===== src/rtl/line_window_gen.sv =====
// 3x3 sliding-window generator for a raster stream: two circular line buffers feed
// a 3x3 register window; only interior windows are flagged valid.
module line_window_gen #(
    parameter int IMG_W = 64,
    parameter int IMG_H = 64
) (
    input  logic       clk,
    input  logic       rst,
    input  logic [7:0] pix_in,
    input  logic       pix_valid,
    input  logic       sof,
    output logic [7:0] xm1ym1,
    output logic [7:0] xm1y0,
    output logic [7:0] xm1yp1,
    output logic [7:0] x0ym1,
    output logic [7:0] x0y0,
    output logic [7:0] x0yp1,
    output logic [7:0] xp1ym1,
    output logic [7:0] xp1y0,
    output logic [7:0] xp1yp1,
    output logic       win_valid,
    output logic       frame_done,
    output logic       sof_err
);

    localparam int COL_W = (IMG_W > 1) ? $clog2(IMG_W) : 1;
    localparam int ROW_W = (IMG_H > 1) ? $clog2(IMG_H) : 1;

    localparam logic [COL_W-1:0] COL_LAST = COL_W'(IMG_W - 1);
    localparam logic [ROW_W-1:0] ROW_LAST = ROW_W'(IMG_H - 1);
    localparam logic [COL_W-1:0] COL_TWO  = COL_W'(2);
    localparam logic [ROW_W-1:0] ROW_TWO  = ROW_W'(2);

    typedef enum logic {
        IDLE   = 1'b0,
        ACTIVE = 1'b1
    } state_t;

    state_t           r_state;
    logic [ROW_W-1:0] r_row;
    logic [COL_W-1:0] r_col;

    // L1 holds the previous row, L2 the row before that; never cleared
    logic [7:0] r_l1 [IMG_W];
    logic [7:0] r_l2 [IMG_W];

    logic [7:0] r_xm1ym1, r_xm1y0, r_xm1yp1;
    logic [7:0] r_x0ym1,  r_x0y0,  r_x0yp1;
    logic [7:0] r_xp1ym1, r_xp1y0, r_xp1yp1;
    logic       r_win_valid;
    logic       r_frame_done;
    logic       r_sof_err;

    logic             w_restart;
    logic             w_accept;
    logic             w_sof_mid;
    logic [ROW_W-1:0] w_row_a;
    logic [COL_W-1:0] w_col_a;
    logic             w_last;
    logic             w_interior;
    logic [7:0]       w_l1_rd;
    logic [7:0]       w_l2_rd;

    // A sof pixel always lands at (0,0), whatever the counters say
    assign w_restart  = pix_valid & sof;
    assign w_accept   = pix_valid & (sof | (r_state == ACTIVE));
    assign w_sof_mid  = w_restart & (r_state == ACTIVE) &
                        ((r_row != '0) | (r_col != '0));
    assign w_row_a    = w_restart ? '0 : r_row;
    assign w_col_a    = w_restart ? '0 : r_col;
    assign w_last     = (w_row_a == ROW_LAST) && (w_col_a == COL_LAST);
    assign w_interior = (w_row_a >= ROW_TWO) && (w_col_a >= COL_TWO);
    assign w_l1_rd    = r_l1[w_col_a];
    assign w_l2_rd    = r_l2[w_col_a];

    always_ff @(posedge clk) begin
        if (w_accept) begin
            r_l2[w_col_a] <= w_l1_rd;
            r_l1[w_col_a] <= pix_in;
        end
    end

    always_ff @(posedge clk) begin
        if (!rst) begin
            r_state      <= IDLE;
            r_row        <= '0;
            r_col        <= '0;
            r_xm1ym1     <= '0;
            r_xm1y0      <= '0;
            r_xm1yp1     <= '0;
            r_x0ym1      <= '0;
            r_x0y0       <= '0;
            r_x0yp1      <= '0;
            r_xp1ym1     <= '0;
            r_xp1y0      <= '0;
            r_xp1yp1     <= '0;
            r_win_valid  <= 1'b0;
            r_frame_done <= 1'b0;
            r_sof_err    <= 1'b0;
        end else begin
            r_win_valid  <= 1'b0;
            r_frame_done <= 1'b0;
            r_sof_err    <= 1'b0;
            if (w_accept) begin
                r_xm1ym1     <= r_x0ym1;
                r_xm1y0      <= r_x0y0;
                r_xm1yp1     <= r_x0yp1;
                r_x0ym1      <= r_xp1ym1;
                r_x0y0       <= r_xp1y0;
                r_x0yp1      <= r_xp1yp1;
                r_xp1ym1     <= w_l2_rd;
                r_xp1y0      <= w_l1_rd;
                r_xp1yp1     <= pix_in;
                r_win_valid  <= w_interior;
                r_frame_done <= w_last;
                r_sof_err    <= w_sof_mid;
                if (w_last) begin
                    r_state <= IDLE;
                    r_row   <= '0;
                    r_col   <= '0;
                end else begin
                    r_state <= ACTIVE;
                    if (w_col_a == COL_LAST) begin
                        r_col <= '0;
                        r_row <= w_row_a + ROW_W'(1);
                    end else begin
                        r_col <= w_col_a + COL_W'(1);
                        r_row <= w_row_a;
                    end
                end
            end
        end
    end

    assign xm1ym1     = r_xm1ym1;
    assign xm1y0      = r_xm1y0;
    assign xm1yp1     = r_xm1yp1;
    assign x0ym1      = r_x0ym1;
    assign x0y0       = r_x0y0;
    assign x0yp1      = r_x0yp1;
    assign xp1ym1     = r_xp1ym1;
    assign xp1y0      = r_xp1y0;
    assign xp1yp1     = r_xp1yp1;
    assign win_valid  = r_win_valid;
    assign frame_done = r_frame_done;
    assign sof_err    = r_sof_err;

endmodule


===== config.mk =====
export PLATFORM = sky130hd
export DESIGN_NAME = line_window_gen
export DESIGN_NICKNAME = d
export VERILOG_FILES = /design/src/rtl/line_window_gen.sv
export SDC_FILE = /design/constraint.sdc
export NUM_CORES = 1
export LEC_CHECK = 0
export ABC_CLOCK_PERIOD_IN_PS = 3900
export CAP_MARGIN = 10
export CORE_MARGIN = 3
export CORE_UTILIZATION = 25
export CTS_CLUSTER_SIZE = 10
export DETAILED_ROUTE_END_ITERATION = 10
export GPL_TIMING_DRIVEN = 0
export PLACE_DENSITY = 0.39
export SYNTH_ARGS = -nofsm -noshare
export SYNTH_HDL_FRONTEND = slang
export SYNTH_SLANG_ARGS = --single-unit

===== constraint.sdc =====
create_clock -name clk -period 3.9 [get_ports clk]
set_input_delay 0.585 -clock clk [delete_from_list [all_inputs] [get_ports clk]]
set_output_delay 0.585 -clock clk [all_outputs]
set_load 0.02 [all_outputs]

==> impl_metrics.json <==
{
  "slew_headroom_pct": 11.3,
  "hold_viol_final": 0,
  "synthCells": 2811,
  "maxCapViolations": 0,
  "coreArea_mm2": 0.172,
  "place_ws_ns": -2.74,
  "fmax_mhz": 236,
  "drt_wl_total_um": 188000,
  "clock_latency_ns": 0.77,
  "grt_start_max_net_pins": 65,
  "rows": 152,
  "finalNonFillerCells": 5520,
  "seq_area_frac_synth_pct": 75.2,
  "ys.flop_type": "edfxtp_1",
  "rsz0062_at_grt": "true",
  "grt_pass1_wl_um": 249000,
  "cp_num_buf_inv": 5,
  "clock_sinks": 1112,
  "power_leakage_nw": 16.5,
  "antenna_found_initial": 6,
  "end_kind": "flop",
  "final.setup.worst_slack_ns": -0.332,
  "cp_max_fo": 10,
  "failed_checks": "setup timing",
  "final-setup-viol-count": 355,
  "numCtsBuffers": 133,
  "async_flop_share_pct": 0,
  "cp_data_arrival_time_ns": 4.70,
  "gp_congestion": 0.885,
  "drtIter0Drc": 3741,
  "avgSynthCellArea_um2": 15.4,
  "overflow": 0,
  "first_pass_iters": 8,
  "critPathTopFamily": "buffers and inverters",
  "nets": 3152,
  "status": "finished with violations",
  "period_minus_slack_ns": 4.23,
  "wl_per_cell_um": 34.1,
  "fillCellCount": 17000,
  "ys_warn_count": 0,
  "drtAntennaViolNets": 0,
  "area_growth_syn_to_layout_pct": 23.8,
  "critPathMaxStageDelay_ns": 0.90,
  "tightest_slew_ns": 1.33,
  "drcViolationCount": 0,
  "die_height_um": 422,
  "htree_levels": 4,
  "hold_path_class": "primary input to flop",
  "crit_type": "flop to flop",
  "synth_seq_cells": 1112,
  "slowest_stage": "nand3_1",
  "crit_required_ns": 4.37,
  "die_area_mm2": 0.178,
  "irDropWorstVdd_uv": 455,
  "portBuffers": 86,
  "grt_pass1_vias": 26600,
  "finalPower_mw": 26.5,
  "pin_count": 87,
  "vias": 27900,
  "synth_edf_count": 1024,
  "crit_chain": "buf_2 > buf_4 > inv_2 > clkbuf_1 > nand3_1 > nor2_2 > buf_16",
  "finClkSkew_ns": 0.0310,
  "post-route-util_pct": 31.2,
  "layout-drive-gt1-share_pct": 17.5,
  "min_period_over_period_pct": 109,
  "cts-root-buf": "clkbuf_16",
  "clk_pin_slew_ns": 0.06,
  "hold_slack_ns": 0.352,
  "dp_hpwl_um": 125000,
  "tritoncts": "done",
  "avgViaCountPerCell": 5.06,
  "cts_buffer_depth": 3,
  "die_w_um": 422,
  "synthDistinctLibCells": 78,
  "cp-start-kind": "flop",
  "slew_viol_final": 0,
  "syn_area_mm2": 0.0433,
  "grt.total_usage_pct": 20.7,
  "synthesis.nets": 2824,
  "place_inst": 5267,
  "power_density_mw_per_mm2": 494,
  "start_util_pct": 25.2
}
-- final timing paths --
| check | start | cells past startpoint | endpoint | slack [ns] |
|---|---|---|---|---|
| setup reg to reg | r_col[0] | 7 | r_l2[12][7] | -0.33 |
| hold reg to reg | xm1yp1[6] | 2 | xm1yp1[6] | 0.45 |
| hold / removal | pix_in[0] | 3 | xp1yp1[0] | 0.35 |
| setup / recovery | r_col[0] | 7 | r_l2[12][7] | -0.33 |
-- metal layers --
layer | vias to the layer above | global-route usage (%) | wire length [um] | part of all wire (%)
li1 | 11600 | - | - | -
met1 | 14700 | 28.9 | 83500 | 44
met2 | 1263 | 32.0 | 84700 | 45
met3 | 286 | 3.60 | 13000 | 6.9
met4 | 0 | 7.48 | 7000 | 3.7
met5 | - | 0 | 0 | 0
-- power by group --
part           internal [mW]  leakage, nW  total, mW  switching [mW]
Combinational          0.466         4.77       1.83            1.37
Sequential              13.2         9.94       13.3          0.0470
Clock                   6.46         1.84       11.4            4.93
Total                   20.1         16.5       26.5            6.35
-- cells by family (layout without fill, tap and decap cells) --
logic type               after synthesis  count (layout)  share of synthesized area (%)
adder cells (fa/ha/maj)                1               1                         0.0289
other                                  0               1                              0
buffers and inverters                187             582                           2.19
AO/OA/AOI/OAI                        654             654                           9.42
XOR/XNOR                               5               5                          0.101
AND/OR/NAND/NOR                      540             543                           5.29
flip-flops                          1112            1112                           75.2
multiplexers                         312             312                           7.81
-- area by class of cell --
type,count,area [um2],share of cell area (%)
Clock buffer,189,3650,6.82
Timing Repair Buffer,192,2660,4.96
Clock inverter,16,144,0.269
Antenna cell,1,2.50,0.00467
Tap cell,2310,2890,5.40
Multi-Input combinational cell,1515,10600,19.8
Buffer,179,1070,2.00
Inverter,6,22.5,0.0420
Sequential cell,1112,32500,60.7
-- worst min-delay path: stages --
cell,delay (ns)
buf_2,0.27
nand2_1,0.12
a21oi_1,0.06
-- layout by cell type (no fill, tap or decap), types with 12 or more instances in the layout --
cell / instances
edfxtp_1: 1024
clkbuf_1: 105
nor3_1: 16
o21ai_0: 76
o22ai_1: 80
a211oi_1: 12
nor2_1: 143
nor2_4: 47
nand3_1: 27
buf_12: 38
and3_1: 15
a31oi_1: 20
buf_8: 18
buf_16: 22
mux4_2: 17
buf_2: 63
buf_4: 59
a21oi_1: 279
mux2i_1: 260
o211ai_1: 12
o221ai_1: 23
a22oi_1: 34
mux2_2: 31
nand2_1: 201
a221oi_1: 29
clkbuf_16: 136
clkdlybuf4s50_1: 76
nor2_2: 22
dfxtp_1: 88
buf_6: 19
-- sequential cells by signal, indices dropped and copies added, names as in the netlist, 8 cells and up --
register  count
r_l1        512
r_l2        512
x0y0          8
x0ym1         8
x0yp1         8
xm1y0         8
xm1ym1        8
xm1yp1        8
xp1y0         8
xp1ym1        8
xp1yp1        8
-- synth_stat cells, drive strengths merged, types with 5 or more instances --
cell type	number	area (um2)
edfxtp	1024	30700
a21oi	286	1430
mux2i	260	2600
nand2	213	802
nor2	212	801
buf	114	673
dfxtp	88	1760
o22ai	80	500
o21ai	79	399
clkbuf	67	251
mux2	35	394
a22oi	34	255
a221oi	29	254
nand3	29	145
o221ai	23	201
a31oi	21	131
mux4	17	383
nor3	17	90.1
and3	15	93.8
nor4	13	87.6
a211oi	12	90.1
o211ai	12	90.1
a2111oi	11	96.3
a221o	11	110
and2	10	62.6
nand4	8	50.1
a22o	7	61.3
or3	7	43.8
inv	6	22.5
nand2b	6	37.5
a222oi	5	50.1
-- timing repair --
action	CTS	global route
setup buffers	42	4
cloned	3	0
pin swaps	31	1
endpoints found under the setup margin	1552	473
gates resized for setup	111	13
endpoints found under the hold margin	0	0
hold buffers	0	0
-- through the flow --
stage	cell area, um2	TNS (ns)
final	53600	-48.04
after global routing	53600	-33.20
after CTS	53400	-20.49
after detailed placement	48600	-2700.96
after global placement	47000	-4842.00
after floorplan	43300	0
Power figures use the tool's default switching activity.
